## config.mk

```make
export PLATFORM = sky130hd
export DESIGN_NAME = serv_rf_dbg_arb
export DESIGN_NICKNAME = d
export VERILOG_FILES = /design/src/rtl/serv_rf_dbg_pkg.sv /design/src/rtl/serv_rf_dbg_arb.sv
export SDC_FILE = /design/constraint.sdc
export NUM_CORES = 1
export LEC_CHECK = 0
export ABC_CLOCK_PERIOD_IN_PS = 5300
export CAP_MARGIN = 25
export CORE_MARGIN = 10
export CORE_UTILIZATION = 50
export CTS_CLUSTER_DIAMETER = 60
export DETAILED_ROUTE_END_ITERATION = 7
export PLACE_DENSITY = 0.77
export REMOVE_ABC_BUFFERS = 1
export SLEW_MARGIN = 10
export SYNTH_ARGS = -nofsm -noshare
export SYNTH_HDL_FRONTEND = slang
export SYNTH_SLANG_ARGS = --single-unit
```

## constraint.sdc

```tcl
create_clock -name i_clk -period 5.3 [get_ports i_clk]
set_input_delay 1.06 -clock i_clk [delete_from_list [all_inputs] [get_ports i_clk]]
set_output_delay 1.06 -clock i_clk [all_outputs]
set_load 0.01 [all_outputs]
```

## src/rtl/serv_rf_dbg_pkg.sv

```systemverilog
// Shared definitions for the SERV register-file debug arbiter: FSM encoding and
// the derived beat/address geometry helpers.
package serv_rf_dbg_pkg;

  typedef enum logic [1:0] {
    ST_IDLE = 2'd0,
    ST_WR   = 2'd1,
    ST_RD   = 2'd2,
    ST_ACK  = 2'd3
  } dbg_state_e;

  function automatic int beats_f(input int width);
    return 32 / width;
  endfunction

  function automatic int bw_f(input int width);
    return $clog2(32 / width);
  endfunction

  function automatic int aw_f(input int width, input int csr_regs);
    return $clog2((32 + csr_regs) * (32 / width));
  endfunction

  function automatic int rw_f(input int width, input int csr_regs);
    return aw_f(width, csr_regs) - bw_f(width);
  endfunction

endpackage

```

## src/rtl/serv_rf_dbg_arb.sv

```systemverilog
// Shares one serv_rf_ram between the SERV core RF port and a 32-bit debug port.
// The core always wins; debug beats slip into cycles where the core leaves a port idle.
module serv_rf_dbg_arb
  import serv_rf_dbg_pkg::*;
#(
  parameter int  WIDTH    = 2,
  parameter int  CSR_REGS = 4,
  localparam int BEATS    = beats_f(WIDTH),
  localparam int BW       = bw_f(WIDTH),
  localparam int AW       = aw_f(WIDTH, CSR_REGS),
  localparam int RW       = rw_f(WIDTH, CSR_REGS)
) (
  input  logic             i_clk,
  input  logic             i_rst_n,
  input  logic [AW-1:0]    i_core_waddr,
  input  logic [WIDTH-1:0] i_core_wdata,
  input  logic             i_core_wen,
  input  logic [AW-1:0]    i_core_raddr,
  input  logic             i_core_ren,
  output logic [WIDTH-1:0] o_core_rdata,
  input  logic             i_dbg_req,
  input  logic             i_dbg_we,
  input  logic [RW-1:0]    i_dbg_reg,
  input  logic [31:0]      i_dbg_wdata,
  output logic             o_dbg_ack,
  output logic [31:0]      o_dbg_rdata,
  output logic             o_dbg_busy,
  output logic [AW-1:0]    o_ram_waddr,
  output logic [WIDTH-1:0] o_ram_wdata,
  output logic             o_ram_wen,
  output logic [AW-1:0]    o_ram_raddr,
  output logic             o_ram_ren,
  input  logic [WIDTH-1:0] i_ram_rdata
);

  localparam int            BW1       = BW + 1;
  localparam logic [BW:0]   BEAT_LAST = BW1'(BEATS - 1);
  localparam logic [BW-1:0] TAG_LAST  = BW'(BEATS - 1);

  dbg_state_e       r_state;
  logic [BW:0]      r_beat;
  logic [BW-1:0]    r_tag;
  logic             r_cap;
  logic [RW-1:0]    r_reg;
  logic [31:0]      r_wdata;
  logic [31:0]      r_rbuf;
  logic [31:0]      r_rdata;
  logic             r_ack;

  logic             w_dbg_wen;
  logic             w_dbg_ren;
  logic [AW-1:0]    w_dbg_addr;
  logic [WIDTH-1:0] w_dbg_wbeat;
  logic [31:0]      w_rbuf_next;

  // r_beat carries one extra bit so the read issuer can tell when all beats are out.
  assign w_dbg_wen   = (r_state == ST_WR) && !i_core_wen;
  assign w_dbg_ren   = (r_state == ST_RD) && !i_core_ren && !r_beat[BW];
  assign w_dbg_addr  = {r_reg, r_beat[BW-1:0]};
  assign w_dbg_wbeat = r_wdata[r_beat[BW-1:0]*WIDTH +: WIDTH];

  assign o_core_rdata = i_ram_rdata;
  assign o_dbg_ack    = r_ack;
  assign o_dbg_rdata  = r_rdata;
  assign o_dbg_busy   = (r_state != ST_IDLE);

  // Write-port mux: a debug beat only exists when the core write port is idle.
  always_comb begin
    o_ram_wen   = i_core_wen;
    o_ram_waddr = i_core_waddr;
    o_ram_wdata = i_core_wdata;
    if (w_dbg_wen) begin
      o_ram_wen   = 1'b1;
      o_ram_waddr = w_dbg_addr;
      o_ram_wdata = w_dbg_wbeat;
    end else begin
      o_ram_wen   = i_core_wen;
    end
  end

  // Read-port mux, independent of the write port.
  always_comb begin
    o_ram_ren   = i_core_ren;
    o_ram_raddr = i_core_raddr;
    if (w_dbg_ren) begin
      o_ram_ren   = 1'b1;
      o_ram_raddr = w_dbg_addr;
    end else begin
      o_ram_ren   = i_core_ren;
    end
  end

  // Read data lands one cycle after issue, even if the core owns the read port by then.
  always_comb begin
    w_rbuf_next = r_rbuf;
    if (r_cap) begin
      w_rbuf_next[r_tag*WIDTH +: WIDTH] = i_ram_rdata;
    end else begin
      w_rbuf_next = r_rbuf;
    end
  end

  // Transaction FSM, beat counter and capture pipeline.
  always_ff @(posedge i_clk or negedge i_rst_n) begin
    if (!i_rst_n) begin
      r_state <= ST_IDLE;
      r_beat  <= '0;
      r_tag   <= '0;
      r_cap   <= 1'b0;
      r_reg   <= '0;
      r_wdata <= 32'h0;
      r_rbuf  <= 32'h0;
      r_rdata <= 32'h0;
      r_ack   <= 1'b0;
    end else begin
      r_ack  <= 1'b0;
      r_cap  <= 1'b0;
      r_rbuf <= w_rbuf_next;
      case (r_state)
        ST_IDLE: begin
          if (i_dbg_req) begin
            r_reg   <= i_dbg_reg;
            r_wdata <= i_dbg_wdata;
            r_beat  <= '0;
            if (i_dbg_we && (i_dbg_reg == '0)) begin
              r_state <= ST_ACK;
              r_ack   <= 1'b1;
            end else if (i_dbg_we) begin
              r_state <= ST_WR;
            end else begin
              r_state <= ST_RD;
            end
          end
        end
        ST_WR: begin
          if (w_dbg_wen) begin
            r_beat <= r_beat + BW1'(1);
            if (r_beat == BEAT_LAST) begin
              r_state <= ST_ACK;
              r_ack   <= 1'b1;
            end
          end
        end
        ST_RD: begin
          if (w_dbg_ren) begin
            r_cap  <= 1'b1;
            r_tag  <= r_beat[BW-1:0];
            r_beat <= r_beat + BW1'(1);
          end
          if (r_cap && (r_tag == TAG_LAST)) begin
            r_rdata <= w_rbuf_next;
            r_state <= ST_ACK;
            r_ack   <= 1'b1;
          end
        end
        ST_ACK: begin
          r_state <= ST_IDLE;
        end
        default: begin
          r_state <= ST_IDLE;
        end
      endcase
    end
  end

endmodule
```

Word-level counts from Yosys, hierarchy flattened
Cells that the tools add are included.
{"block": "classes", "n_mux": 26, "add_sub_neg": 2, "n_eq_ne": 10, "n_shift": 3, "n_reduce_logical": 17}
{"op": "$neg A5 Y34", "n": 1}
{"op": "$shift A2 B34 Y32 const A", "n": 1}
{"op": "$shiftx A2 B34 Y32", "n": 1}
{"op": "$bwmux W32", "n": 1}
{"op": "$mux W32", "n": 1}
{"op": "$shiftx A32 B6 Y2", "n": 1}
{"op": "$mux W10", "n": 2}
{"op": "$mux W5", "n": 3}
{"op": "$pmux W5 S3", "n": 1}
{"op": "$mux W2", "n": 7}
{"op": "$mux W1", "n": 9}
{"op": "$pmux W2 S4", "n": 1}
{"op": "$reduce_and A4 Y1", "n": 2}
{"op": "$logic_not A6 Y1", "n": 1}
{"op": "$ne A2 B2 Y1 const B", "n": 3}
{"op": "$reduce_and A2 Y1", "n": 3}
{"op": "$add A5 B1 Y5 const B", "n": 1}
{"op": "$eq A5 B4 Y1 const B", "n": 1}
{"op": "$logic_and A1 B1 Y1", "n": 5}
{"op": "$eq A2 B2 Y1 const B", "n": 2}
{"op": "$eq A4 B4 Y1 const B", "n": 1}
{"op": "$ne A2 B1 Y1 const B", "n": 2}
{"op": "$logic_not A1 Y1", "n": 3}
{"op": "$pmux W1 S3", "n": 1}
{"op": "4 further kinds", "n": 4}
{"block": "totals", "inputBits": 68, "elab_cells": 67, "regBits": 115, "output_inout_bits": 60}

Depth between registers and ports, before layout
{"block": "logic_depth", "ltp_word": 5, "mapped_depth": 8, "ltp_nobuf": 7}

Least setup slack after synthesis
OpenSTA, ideal clock, no wires.
{"block": "synth_timing", "path_type": "input to output", "startpoint": "input i_core_ren", "endpoint": "output o_ram_raddr[2]", "n_path_buf": 1, "t_arrival_ns": 2.032, "cell_stages": 5, "path_slack_ns": 2.208, "path_cell_list": "or3_1 -> inv_1 -> clkbuf_1 -> nand2_1 -> nand2_1"}
{"block": "synth_between", "elab_chain_len": 4}
{"element": "from (decl)", "line": "serv_rf_dbg_arb.sv:19", "rtl": "input logic i_core_ren,"}
{"element": "$logic_not A1 Y1", "line": "serv_rf_dbg_arb.sv:58", "rtl": "assign w_dbg_ren = (r_state == ST_RD) && !i_core_ren && !r_beat[BW];"}
{"element": "$logic_and A1 B1 Y1 (2 in a row)", "line": "serv_rf_dbg_arb.sv:58"}
{"element": "$mux W10", "line": "serv_rf_dbg_arb.sv:85", "rtl": "if (w_dbg_ren) begin"}
{"element": "to (decl)", "line": "serv_rf_dbg_arb.sv:31", "rtl": "output logic [AW-1:0] o_ram_raddr,"}
No other way between the ends.

Worst setup path after layout
{"block": "layout_timing", "startpoint": "input i_core_ren", "endpoint": "output o_ram_raddr[3]"}
The elaborated chain is that of the path after synthesis.

==> flow_summary.toml <==
[outcome]
outcome = "finished clean"

[finish]
nets = 654
final_area_sq_mm = 0.00748
final_common_cell = "clkdlybuf4s50_1"
drive_gt1_share_pct = 25.0
fillCellCount = 782
syn_to_final_growth_pct = 36.9
antenna_cells = 0
final_cell_mix = "clkdlybuf4s50_1, dfrtp_1, mux2_2"
fin_cells = 729

[logic_synthesis]
synth-seq-area-share_pct = 52.7
synth-main-ff-cell = "dfrtp_1"
syn_area_sq_mm = 0.00546
synth_edf_count = 0
yosysWarnings = 0
synth_seq_cells = 115
synthDistinctLibCells = 47
syn_area_per_cell_sq_um = 12.2
postSynthCellCount = 449
async_reset_ff_share_pct = 100

[setup_path]
worst-setup-path-type = "primary input to output port"
worstPathRequired_ps = 4240
r2r_cells = 6
max_stage_delay_ps = 600
critPathBufInv = 3
slowest_stage = "or3_1"
critical_path_peak_fanout = 14
worstPathCellList = "clkdlybuf4s50_1 -> or3_1 -> inv_1 -> nand2_1 -> nand2_1 -> clkdlybuf4s50_1"
startpoint_type = "primary input"
crit_family = "buffers and inverters"
crit_cells = 6
arrival_ps = 3330
cp-end-kind = "output port"

[routing]
drt_iter0_drc = 215
routedWlPerCell_um = 18.0
ant_nets = 0
wl_um = 13200
vias_per_cell = 5.32
dr.pass1.iters = 4
drc = 0
vias = 3876

[global_route]
grt_remaining_overflow = 0
grt_pass1_wl_um = 21900
grt_usage_pct = 17.1
grt_start_max_net_pins = 84
grt_pass1_vias = 4239
grt_antenna_before_repair = 0

[timing]
relSlewSlack_pct = 42.7
fmax_mhz = 228
setup_ws_ps = 911
holdWs_ps = 471
worst_pin_slew_ps = 860
finClkSkew_ps = 7.25
finalHoldViolations = 0
rsz0062_at_grt = "no"
min_period_ps = 4390
final.setup.tns_ps = 0
post-route-period-util_pct = 82.8
finalSetupViolations = 0
slew_violations = 0

[placed_design]
dp_hpwl_um = 9720
dp.cells = 695
place_ws_ps = 928
placed_area_sq_mm = 0.00682
portBuffers = 127
gp_congestion = 0.804

[floorplan]
start_util_pct = 50.8
pin_count = 128
core_area_sq_mm = 0.0107
dieArea_sq_mm = 0.0155
die_h_um = 125
rows = 38
fp.dieW_um = 125

[clock_tree]
clk_latency_ps = 520
cts_buffers = 17
postCtsSetupRepairBufs = 0
cts.sinks = 115
cts-resized-gates = 0
cts_tree = "built"
clockRootBuffer = "clkbuf_8"
postCtsHoldBufs = 0
h-tree-depth = 4
path_clk_slew_ps = 60
clk_path_buf_depth = 2

[run]
drv_cap = 0

[worst_hold_path]
hold_path_class = "primary input to asynchronous set/reset pin"

[power]
leakagePower_nw = 3.27
peakVddDrop_mv = 0.263
powerDensity_mw_per_mm2 = 511
[synth_stat cells (all sizes together), types with 2 or more instances]
cell type / instances / area share [%]
nand2b: 7 / 0.85
a2111oi: 4 / 2.0
nand2: 76 / 5.2
dfrtp: 115 / 53
o21ai: 14 / 1.3
or3b: 2 / 0.37
ha: 10 / 2.3
or2: 2 / 0.23
inv: 12 / 0.82
buf: 12 / 1.3
nor2: 12 / 0.96
nand4: 2 / 0.23
a31oi: 6 / 0.69
a21oi: 7 / 0.64
clkbuf: 13 / 0.89
a211oi: 4 / 0.73
a211o: 2 / 0.32
nor3: 7 / 0.64
a22o: 2 / 0.32
nor3b: 2 / 0.27
o22ai: 3 / 0.34
o22a: 2 / 0.32
mux4: 6 / 2.5
mux2i: 7 / 1.3
or3: 2 / 0.32
and2: 2 / 0.23
nand3b: 4 / 0.55
a21o: 4 / 0.55
nand3: 8 / 0.73
mux2: 92 / 19
[power breakdown]
group / switching (W) / leakage, nW / internal [W]
Combinational: 0.000620 / 1.52 / 0.000656
Sequential: 0.000207 / 1.45 / 0.00116
Clock: 0.000439 / 0.304 / 0.000744
[final timing paths]
check                                  endpoint  slack (ps)       start
worst max-delay path             o_ram_raddr[3]         910  i_core_ren
worst min-delay path            o_dbg_rdata[27]         470     i_rst_n
worst max register to register  o_dbg_rdata[27]        2370    r_tag[2]
worst min register to register       r_rbuf[22]         490  r_rbuf[22]
max in group asynchronous             r_beat[4]        4050     i_rst_n
min in group i_clk                   r_rbuf[22]         490  r_rbuf[22]
[worst reg2reg max path: stages (launching register included)]
cell      delay, ps
dfrtp_1         550
nor3_1          330
ha_1            290
nand2b_1        370
a211oi_1        610
mux2_2          410
mux2_2          260
[cells by family (layout without fill, tap and decap cells)]
| logic type | Yosys count | count (layout) | synth area share, % |
|---|---|---|---|
| multiplexers | 105 | 105 | 22.7 |
| AND/OR/NAND/NOR | 130 | 130 | 11.2 |
| adder cells (fa/ha/maj) | 10 | 10 | 2.29 |
| AO/OA/AOI/OAI | 51 | 51 | 7.67 |
| XOR/XNOR | 1 | 1 | 0.504 |
| flip-flops | 115 | 115 | 52.7 |
| buffers and inverters | 37 | 177 | 2.98 |
[per-stage QoR]
step / util (%) / power [W]
2_1_floorplan: - / 0.00220
3_3_place_gp: 63.5 / 0.00260
3_5_place_dp: 63.5 / 0.00265
4_1_cts: 69.2 / 0.00384
5_1_grt: 69.6 / 0.00405
6_report: 69.6 / 0.00382
[final cells by class]
class                   instances  area (sq um)  share of cell area [%]
clock buffers                  18           428                    5.72
clock inverters                14           189                    2.53
inverters                      12          45.0                   0.602
multi-input cells             297          2420                    32.4
flip-flops and latches        115          2880                    38.5
well taps                     140           175                    2.34
repair buffers                133          1340                    17.9
[routing by layer]
metal,vias up,part of all wire (%),GRT usage (%)
met5,-,0,0
met4,0,0.94,4.87
met2,120,51,29.2
met3,12,6.8,6.21
met1,1908,41,19.6
li1,1836,-,-
(Power assumes the default switching activity.)
